==> config.mk <==
export PLATFORM = sky130hd
export DESIGN_NAME = ifu_fetch_flat
export DESIGN_NICKNAME = d
export VERILOG_FILES = /design/src/rtl/ifu_fetch_if.sv /design/src/rtl/ifu_fetch.sv /design/src/flat_wrapper.sv
export SDC_FILE = /design/constraint.sdc
export NUM_CORES = 1
export LEC_CHECK = 0
export BUFFER_PORTS_ARGS = -buffer_cell sky130_fd_sc_hd__buf_4
export CAP_MARGIN = 20
export CORE_AREA = 3 3 109 153
export DETAILED_ROUTE_END_ITERATION = 16
export DIE_AREA = 0 0 112 156
export GPL_TIMING_DRIVEN = 0
export PLACE_DENSITY = 0.76
export SLEW_MARGIN = 30
export SYNTH_ARGS = -nofsm -noshare
export SYNTH_HDL_FRONTEND = slang
export SYNTH_SLANG_ARGS = --single-unit
==> constraint.sdc <==
create_clock -name clk -period 2.46 [get_ports clk]
set_clock_uncertainty 0.2 [all_clocks]
set_input_delay 0.492 -clock clk [delete_from_list [all_inputs] [get_ports clk]]
set_output_delay 0.492 -clock clk [all_outputs]
set_load 0.005 [all_outputs]
==> src/rtl/ifu_fetch_if.sv <==
// Instruction-memory request/response bus between the fetch stage (master)
// and instruction memory (slave); one outstanding request at a time.
interface ifu_fetch_if;
    localparam int unsigned XLEN = 32;

    logic            imem_req_o;
    logic [XLEN-1:0] imem_addr_o;
    logic            imem_rvalid_i;
    logic [XLEN-1:0] imem_rdata_i;

    modport master (
        output imem_req_o,
        output imem_addr_o,
        input  imem_rvalid_i,
        input  imem_rdata_i
    );

    modport slave (
        input  imem_req_o,
        input  imem_addr_o,
        output imem_rvalid_i,
        output imem_rdata_i
    );
endinterface

==> src/rtl/ifu_fetch.sv <==
// Instruction-fetch stage: owns the PC, issues single-outstanding imem requests
// and registers each returned instruction into the IF/ID register for decode.
module ifu_fetch #(
    parameter logic [31:0] RESET_ADDR = 32'h0000_0000,
    parameter logic [31:0] NOP_INST   = 32'h0000_0013
) (
    input  logic        clk,
    input  logic        rst_n,
    input  logic        jump_en_i,
    input  logic [31:0] jump_addr_i,
    input  logic        hold_i,
    ifu_fetch_if.master imem,
    output logic [31:0] inst_o,
    output logic [31:0] inst_addr_o,
    output logic        inst_valid_o
);
    localparam int unsigned XLEN = 32;

    typedef enum logic [1:0] {
        ST_REQ  = 2'd0,
        ST_WAIT = 2'd1,
        ST_BUF  = 2'd2,
        ST_DROP = 2'd3
    } state_e;

    typedef struct packed {
        logic [XLEN-1:0] inst;
        logic [XLEN-1:0] addr;
        logic            valid;
    } ifid_t;

    typedef struct packed {
        logic [XLEN-1:0] inst;
        logic [XLEN-1:0] addr;
    } skid_t;

    state_e          state_q, state_d;
    logic [XLEN-1:0] pc_q, pc_d;
    ifid_t           out_q, out_d;
    skid_t           skid_q, skid_d;
    logic [XLEN-1:0] pc_inc;
    logic            rvalid;

    assign rvalid = imem.imem_rvalid_i;
    assign pc_inc = pc_q + XLEN'(4);

    // Request is a pure function of state; held low while reset is asserted.
    assign imem.imem_req_o  = rst_n && (state_q == ST_REQ);
    assign imem.imem_addr_o = imem.imem_req_o ? pc_q : '0;

    always_comb begin
        state_d = state_q;
        pc_d    = pc_q;
        out_d   = out_q;
        skid_d  = skid_q;

        if (jump_en_i) begin
            // Redirect overrides hold; a response still owed by memory must be drained.
            pc_d   = {jump_addr_i[XLEN-1:2], 2'b00};
            out_d  = '{inst: NOP_INST, addr: out_q.addr, valid: 1'b0};
            skid_d = '0;
            case (state_q)
                ST_REQ:  state_d = ST_DROP;
                ST_WAIT: state_d = rvalid ? ST_REQ : ST_DROP;
                ST_BUF:  state_d = ST_REQ;
                ST_DROP: state_d = rvalid ? ST_REQ : ST_DROP;
                default: state_d = ST_REQ;
            endcase
        end else begin
            if (!hold_i) begin
                out_d = '{inst: NOP_INST, addr: out_q.addr, valid: 1'b0};
            end
            case (state_q)
                ST_REQ: state_d = ST_WAIT;
                ST_WAIT: begin
                    if (rvalid) begin
                        pc_d = pc_inc;
                        if (hold_i) begin
                            skid_d  = '{inst: imem.imem_rdata_i, addr: pc_q};
                            state_d = ST_BUF;
                        end else begin
                            out_d   = '{inst: imem.imem_rdata_i, addr: pc_q, valid: 1'b1};
                            state_d = ST_REQ;
                        end
                    end
                end
                ST_BUF: begin
                    if (!hold_i) begin
                        out_d   = '{inst: skid_q.inst, addr: skid_q.addr, valid: 1'b1};
                        skid_d  = '0;
                        state_d = ST_REQ;
                    end
                end
                ST_DROP: begin
                    if (rvalid) begin
                        state_d = ST_REQ;
                    end
                end
                default: state_d = ST_REQ;
            endcase
        end
    end

    always_ff @(posedge clk or negedge rst_n) begin
        if (!rst_n) begin
            state_q <= ST_REQ;
            pc_q    <= RESET_ADDR;
            out_q   <= '{inst: NOP_INST, addr: '0, valid: 1'b0};
            skid_q  <= '0;
        end else begin
            state_q <= state_d;
            pc_q    <= pc_d;
            out_q   <= out_d;
            skid_q  <= skid_d;
        end
    end

    assign inst_o       = out_q.inst;
    assign inst_addr_o  = out_q.addr;
    assign inst_valid_o = out_q.valid;
endmodule
==> src/flat_wrapper.sv <==
// flat-port wrapper written by rule: the top's interface ports become plain ports
module ifu_fetch_flat 
#(
    parameter logic [31:0] RESET_ADDR = 32'h0000_0000,
    parameter logic [31:0] NOP_INST   = 32'h0000_0013
)
  (clk, rst_n, jump_en_i, jump_addr_i, hold_i, inst_o, inst_addr_o, inst_valid_o, imem_imem_req_o, imem_imem_addr_o, imem_imem_rvalid_i, imem_imem_rdata_i);
  ifu_fetch_if imem_i ();
  input  logic clk;
  input  logic rst_n;
  input  logic jump_en_i;
  input  logic [31:0] jump_addr_i;
  input  logic hold_i;
  output logic [31:0] inst_o;
  output logic [31:0] inst_addr_o;
  output logic inst_valid_o;
  output wire logic [$bits(imem_i.imem_req_o)-1:0] imem_imem_req_o;
  output wire logic [$bits(imem_i.imem_addr_o)-1:0] imem_imem_addr_o;
  input wire logic [$bits(imem_i.imem_rvalid_i)-1:0] imem_imem_rvalid_i;
  input wire logic [$bits(imem_i.imem_rdata_i)-1:0] imem_imem_rdata_i;
  assign imem_imem_req_o = imem_i.imem_req_o;
  assign imem_imem_addr_o = imem_i.imem_addr_o;
  assign imem_i.imem_rvalid_i = imem_imem_rvalid_i;
  assign imem_i.imem_rdata_i = imem_imem_rdata_i;
  ifu_fetch #(.RESET_ADDR(RESET_ADDR), .NOP_INST(NOP_INST)) u_core (.clk(clk), .rst_n(rst_n), .jump_en_i(jump_en_i), .jump_addr_i(jump_addr_i), .hold_i(hold_i), .imem(imem_i), .inst_o(inst_o), .inst_addr_o(inst_addr_o), .inst_valid_o(inst_valid_o));
endmodule
### After elaboration in Yosys (flattened, before gate mapping)

Cells that the tools add are included.
W data, S select, Z words.

* bits in registers: 163
* input port bits: 69
* output and inout bits: 98
* logic and storage cells: 47

* add/sub/neg operators: 1
* eq/ne operators: 7
* muxes and demuxes: 23
* reduce and logical (&&, ||, !) cells: 9

Operator list (number)
* $mux W65: 5
* $mux W64: 4
* $pmux W65 S2: 1
* $mux W32: 4
* $pmux W64 S2: 1
* $add A32 B3 Y32 const B: 1
* $mux W2: 6
* $ne A3 B3 Y1 const B: 4
* $pmux W2 S4: 1
* $pmux W2 S3: 1
* $eq A2 B2 Y1 const B: 2
* $reduce_and A4 Y1: 1
* $reduce_bool A2 Y1: 2
* $reduce_and A3 Y1: 1
* $reduce_bool A3 Y1: 1
* $eq A2 B1 Y1 const B: 1
* $logic_not A2 Y1: 1
* $reduce_and A2 Y1: 1
* $reduce_or A2 Y1: 1
* $logic_and A1 B1 Y1: 1

### Logic depth before layout (Yosys ltp)

* word-level depth: 5
* gate-level depth with buffers: 10
* gate-level depth less buffers: 6

### Least setup slack after synthesis

No wires, ideal clock.

* kind: register to register
* start point: reg u_core.state_q[0]
* end point: reg u_core.skid_q[11] in the netlist's numbering
* library setup time: 0.066 ns
* data arrival time: 2.180 ns
* setup slack: 0.014 ns
* stages on the path, launching flop included: 10
* path buffers: 3
* path through: dfrtp_1 > inv_1 > ha_1 > clkbuf_1 > nor2b_1 > clkbuf_1 > a211oi_1 > clkbuf_1 > nand2_1 > nand2_1

* cells in the longest elaborated chain, start to end: 3

RTL lines
* from (decl): line ifu_fetch.sv:37 `state_e state_q, state_d;`
* from (signal assigned): line ifu_fetch.sv:111 `state_q <= state_d;`
* $eq A2 B1 Y1 or $eq A2 B2 Y1 (tied branches): line ifu_fetch.sv:73 `case (state_q)`
* $ne A3 B3 Y1 (no line), or another cell as far along
* $reduce_and A4 Y1 (no line) or $mux W64 (tied branches)
* to (signal assigned): line ifu_fetch.sv:114 `skid_q <= skid_d;`
* to (decl): line ifu_fetch.sv:40 `skid_t skid_q, skid_d;`

Several ways; a longest one is shown, not always the timed one.
A chain may end at the register's enable or synchronous reset.

### Final worst setup path

* start point: reg u_core.state_q[1]
* end point: reg u_core.pc_q[21]

* cells in the longest elaborated chain, start to end: 3

RTL lines
* $eq A2 B1 Y1: line ifu_fetch.sv:73
* $reduce_bool A2 Y1 (no line)
* $reduce_and A2 Y1 (no line)
* to (signal assigned): line ifu_fetch.sv:112 `pc_q <= pc_d;`
* to (decl): line ifu_fetch.sv:38 `logic [XLEN-1:0] pc_q, pc_d;`

Every way passes these cells.

==> flow_summary.yaml <==
place:
  port_buffers: 161
  routabilityCongestion: 0.856
  dpl.hpwl_um: 15700
  dp_cells: 1172
yosys:
  synth_area_leaders: "dfrtp_1 52%, nand2_1 9.2%, a22oi_1 5.9%, nand3_1 4.9%, o2bb2ai_1 3.5%"
  synth-seq-cells: 160
  ys_types: 49
  synth_ff_type: "dfrtp_1"
  synth_top_area_share: 0.522
  yosysWarnings: 0
  synth_edf_count: 0
  synth_top_family_by_area: "simple AND/OR/NAND/NOR gates"
  synth_compound_gate_area_share: 0.171
  syn_area_um2: 7530
  synth_xor_xnor_area_share: 0.0116
  syn_inst: 812
  postSynthAreaPerCell_um2: 9.27
  ys_seq_area_frac: 0.532
  synth.area.mux_share: 0.00133
  yosys.area_share.adder: 0.00997
  synth_top_cell_by_area: "dfrtp_1"
  yosys.area_share.simple: 0.229
  async_flop_share: 1.00
finish:
  drive_gt1_frac: 0.265
  nNetsFinal: 1078
  fin_cells: 1212
  n_antenna_cell: 0
  layout.area.seq_um2: 4010
  fillerInstances: 1310
  area_growth_pct: 33.0
  multiInputGateArea_um2: 3240
  fin_util: 0.647
run_status:
  status: "complete, no violations"
critical_path:
  rrSetupSlack_ns: 0.0003
  rr_startpoint: "u_core.state_q[1]"
  critPathMaxFanout: 9
  r2r_end: "u_core.pc_q[21]"
  cpPeakStageDelay_ns: 0.50
  crit_path_top_delay_cell: "or4_1"
  crit_chain: "inv_2 -> ha_2 -> nand4_1 -> or4_4 -> buf_6 -> or4_1 -> a31oi_1"
  crit_type: "reg -> reg"
  worst_setup_path_end_kind: "flip-flop"
  cp-start-kind: "flip-flop"
  crit_arrival_ns: 2.60
  cp.required_ns: 2.60
  reg2reg_depth: 7
global_routing:
  antenna_found_initial: 0
  grt_max_degree: 46
  track_usage: 0.265
  globalRouteOverflowTotal: 0
  grt_pass1_wl_um: 37200
  first_global_vias: 7128
floorplan:
  fp-row-count: 54
  die_w_um: 112
  core_um2: 15500
  dieArea_um2: 17500
  initial_core_util: 0.487
  io_pins: 167
  dieHeight_um: 156
pwr:
  ir_drop_v: 0.000467
  cellPowerDensity_nw_per_um2: 938
  p_leak_nw: 4.81
min_path:
  min_path_type: "in -> reg"
  hold_end: "u_core.pc_q[8]"
  hold_depth: 3
  hp-start: "jump_addr_i[8]"
clock_tree:
  cts_sinks: 160
  clockBufferDepth: 2
  insertion_delay_ns: 0.43
  cts_tree: "done"
  h-tree-depth: 4
  cts_buffers: 17
  cts_root_buf: "clkbuf_16"
  path_clk_slew_ns: 0.06
route:
  first_pass_iters: 5
  final_antenna_net_count: 0
  first_iter_violations: 648
  vias_per_cell: 5.88
  wl_um: 23200
  wl_per_cell_um: 19.1
  via_count: 7123
  drc: 0
sta:
  drv_slew: 0
  worst_slew_pin_slew_ns: 0.861
  setup_violations: 0
  period_share: 1.00
  fmax_ghz: 0.407
  rsz0062_at_grt: "yes"
  slew_headroom: 0.424
  final_hold_viol_count: 0
  fin_crit_ns: 2.46
job:
  maxCapViolations: 0
per-layer routing:
| metal | up-vias | global-route usage | wire [um] |
|---|---|---|---|
| met4 | 0 | 0.123 | 875 |
| met3 | 58 | 0.0508 | 1620 |
| met5 | - | 0 | 0 |
| li1 | 3293 | - | - |
| met2 | 291 | 0.455 | 11900 |
| met1 | 3481 | 0.325 | 8760 |
where the power goes:
| group | internal [mW] | switching, mW |
|---|---|---|
| clock | 1.55 | 1.16 |
| sequential | 3.24 | 0.420 |
| combinational | 1.32 | 1.69 |
kinds of logic (layout without fill, tap and decap cells):
logic type	after synthesis	after routing
AOI/OAI and AO/OA	183	183
xor gates and xnor gates	10	10
adders and majority gates	6	6
buffers and inverters	86	289
DFF	160	160
muxes	1	1
other	1	2
and+or+nand+nor	365	365
layout make-up:
| class | count | area share |
|---|---|---|
| inverters | 9 | 0.00337 |
| multi-input cells | 567 | 0.323 |
| plain buffers | 67 | 0.0341 |
| repair buffers | 181 | 0.154 |
| flip-flops and latches | 160 | 0.400 |
| well taps | 196 | 0.0245 |
| clock inverters | 12 | 0.0152 |
| clock buffers | 20 | 0.0446 |
repair_timing:
| item | 4_1_cts | 5_1_grt |
|---|---|---|
| pin swaps | 2 | 2 |
| setup endpoints to repair | 170 | 151 |
| gates resized for setup | 41 | 34 |
| hold buffers | 8 | 0 |
| gates cloned | 3 | 0 |
| setup buffers | 6 | 1 |
| hold endpoints to repair | 45 | 0 |
through the flow:
stage	cell area [um2]	power [mW]	setup TNS [ns]	hold WS, ns	worst slack, ns
2_1_floorplan	7530	5.16	0	-0.00359	0.0142
3_3_place_gp	8990	6.45	-146.22	0.249	-1.21
3_5_place_dp	9050	6.52	-82.33	0.209	-0.765
4_1_cts	9990	9.38	0	0.0732	0.0146
5_1_grt	10000	9.90	-0.179	0.0872	-0.0873
6_report	10000	9.39	0	0.0823	0.000323
worst max path at each step:
stage          slack (ns)  cells after the start                endpoint         startpoint
5_1_grt             -0.09                      7         u_core.pc_q[23]  u_core.state_q[1]
6_report           0.0003                      7         u_core.pc_q[21]  u_core.state_q[1]
3_3_place_gp        -1.21                      4     imem_imem_addr_o[2]              rst_n
2_1_floorplan        0.01                      9       u_core.skid_q[11]  u_core.state_q[0]
3_5_place_dp        -0.76                     10       u_core.skid_q[15]  u_core.state_q[0]
4_1_cts              0.01                      7  u_core.inst_addr_o[12]  u_core.state_q[0]
flip-flops by register name (all words and copies together) (netlist names):
name                 flops
u_core.skid_q           63
u_core.inst_addr_o      32
u_core.inst_o           32
u_core.pc_q             30
u_core.state_q           2
u_core.inst_valid_o      1
layout by cell type, fill, tap and decap left out, types with 5 or more instances in the layout:
cell type / n
nor2_1: 19
o21ai_0: 45
clkbuf_1: 20
nand4_1: 12
nand2_1: 184
or4_1: 16
a22oi_1: 59
clkbuf_16: 17
nand3_1: 74
inv_1: 7
clkbuf_2: 23
buf_4: 171
a31oi_1: 14
buf_1: 5
or3_1: 5
o211ai_1: 5
buf_2: 12
o31ai_1: 10
and3_1: 32
xnor2_1: 9
o2bb2ai_1: 30
dfrtp_1: 156
cells in the mapped netlist (3+ instances only):
library cell  count
and3_1           32
o2bb2ai_1        30
a22o_1            3
a21oi_1           4
a22oi_1          59
a31oi_1          14
dfstp_2           3
or3_1             6
and4_1            3
nor2_1           21
ha_1              6
o31ai_1          10
o211ai_1          5
nor4_1            3
nand2_1         184
o21ai_0          45
clkbuf_1         58
nand3_1          74
o22a_1            3
buf_1            10
nand4_1          12
or4_1            17
dfrtp_1         157
xnor2_1           9
buf_2             6
inv_1             8
critical path, delay by kind of cell (launching register included):
kind | cells | cell delay (ns)
buffers and inverters | 2 | 0.25
AOI/OAI and AO/OA | 1 | 0.19
and+or+nand+nor | 3 | 1.11
DFF | 1 | 0.43
adders and majority gates | 1 | 0.20
Note: power is estimated with default switching activity, not from simulation.
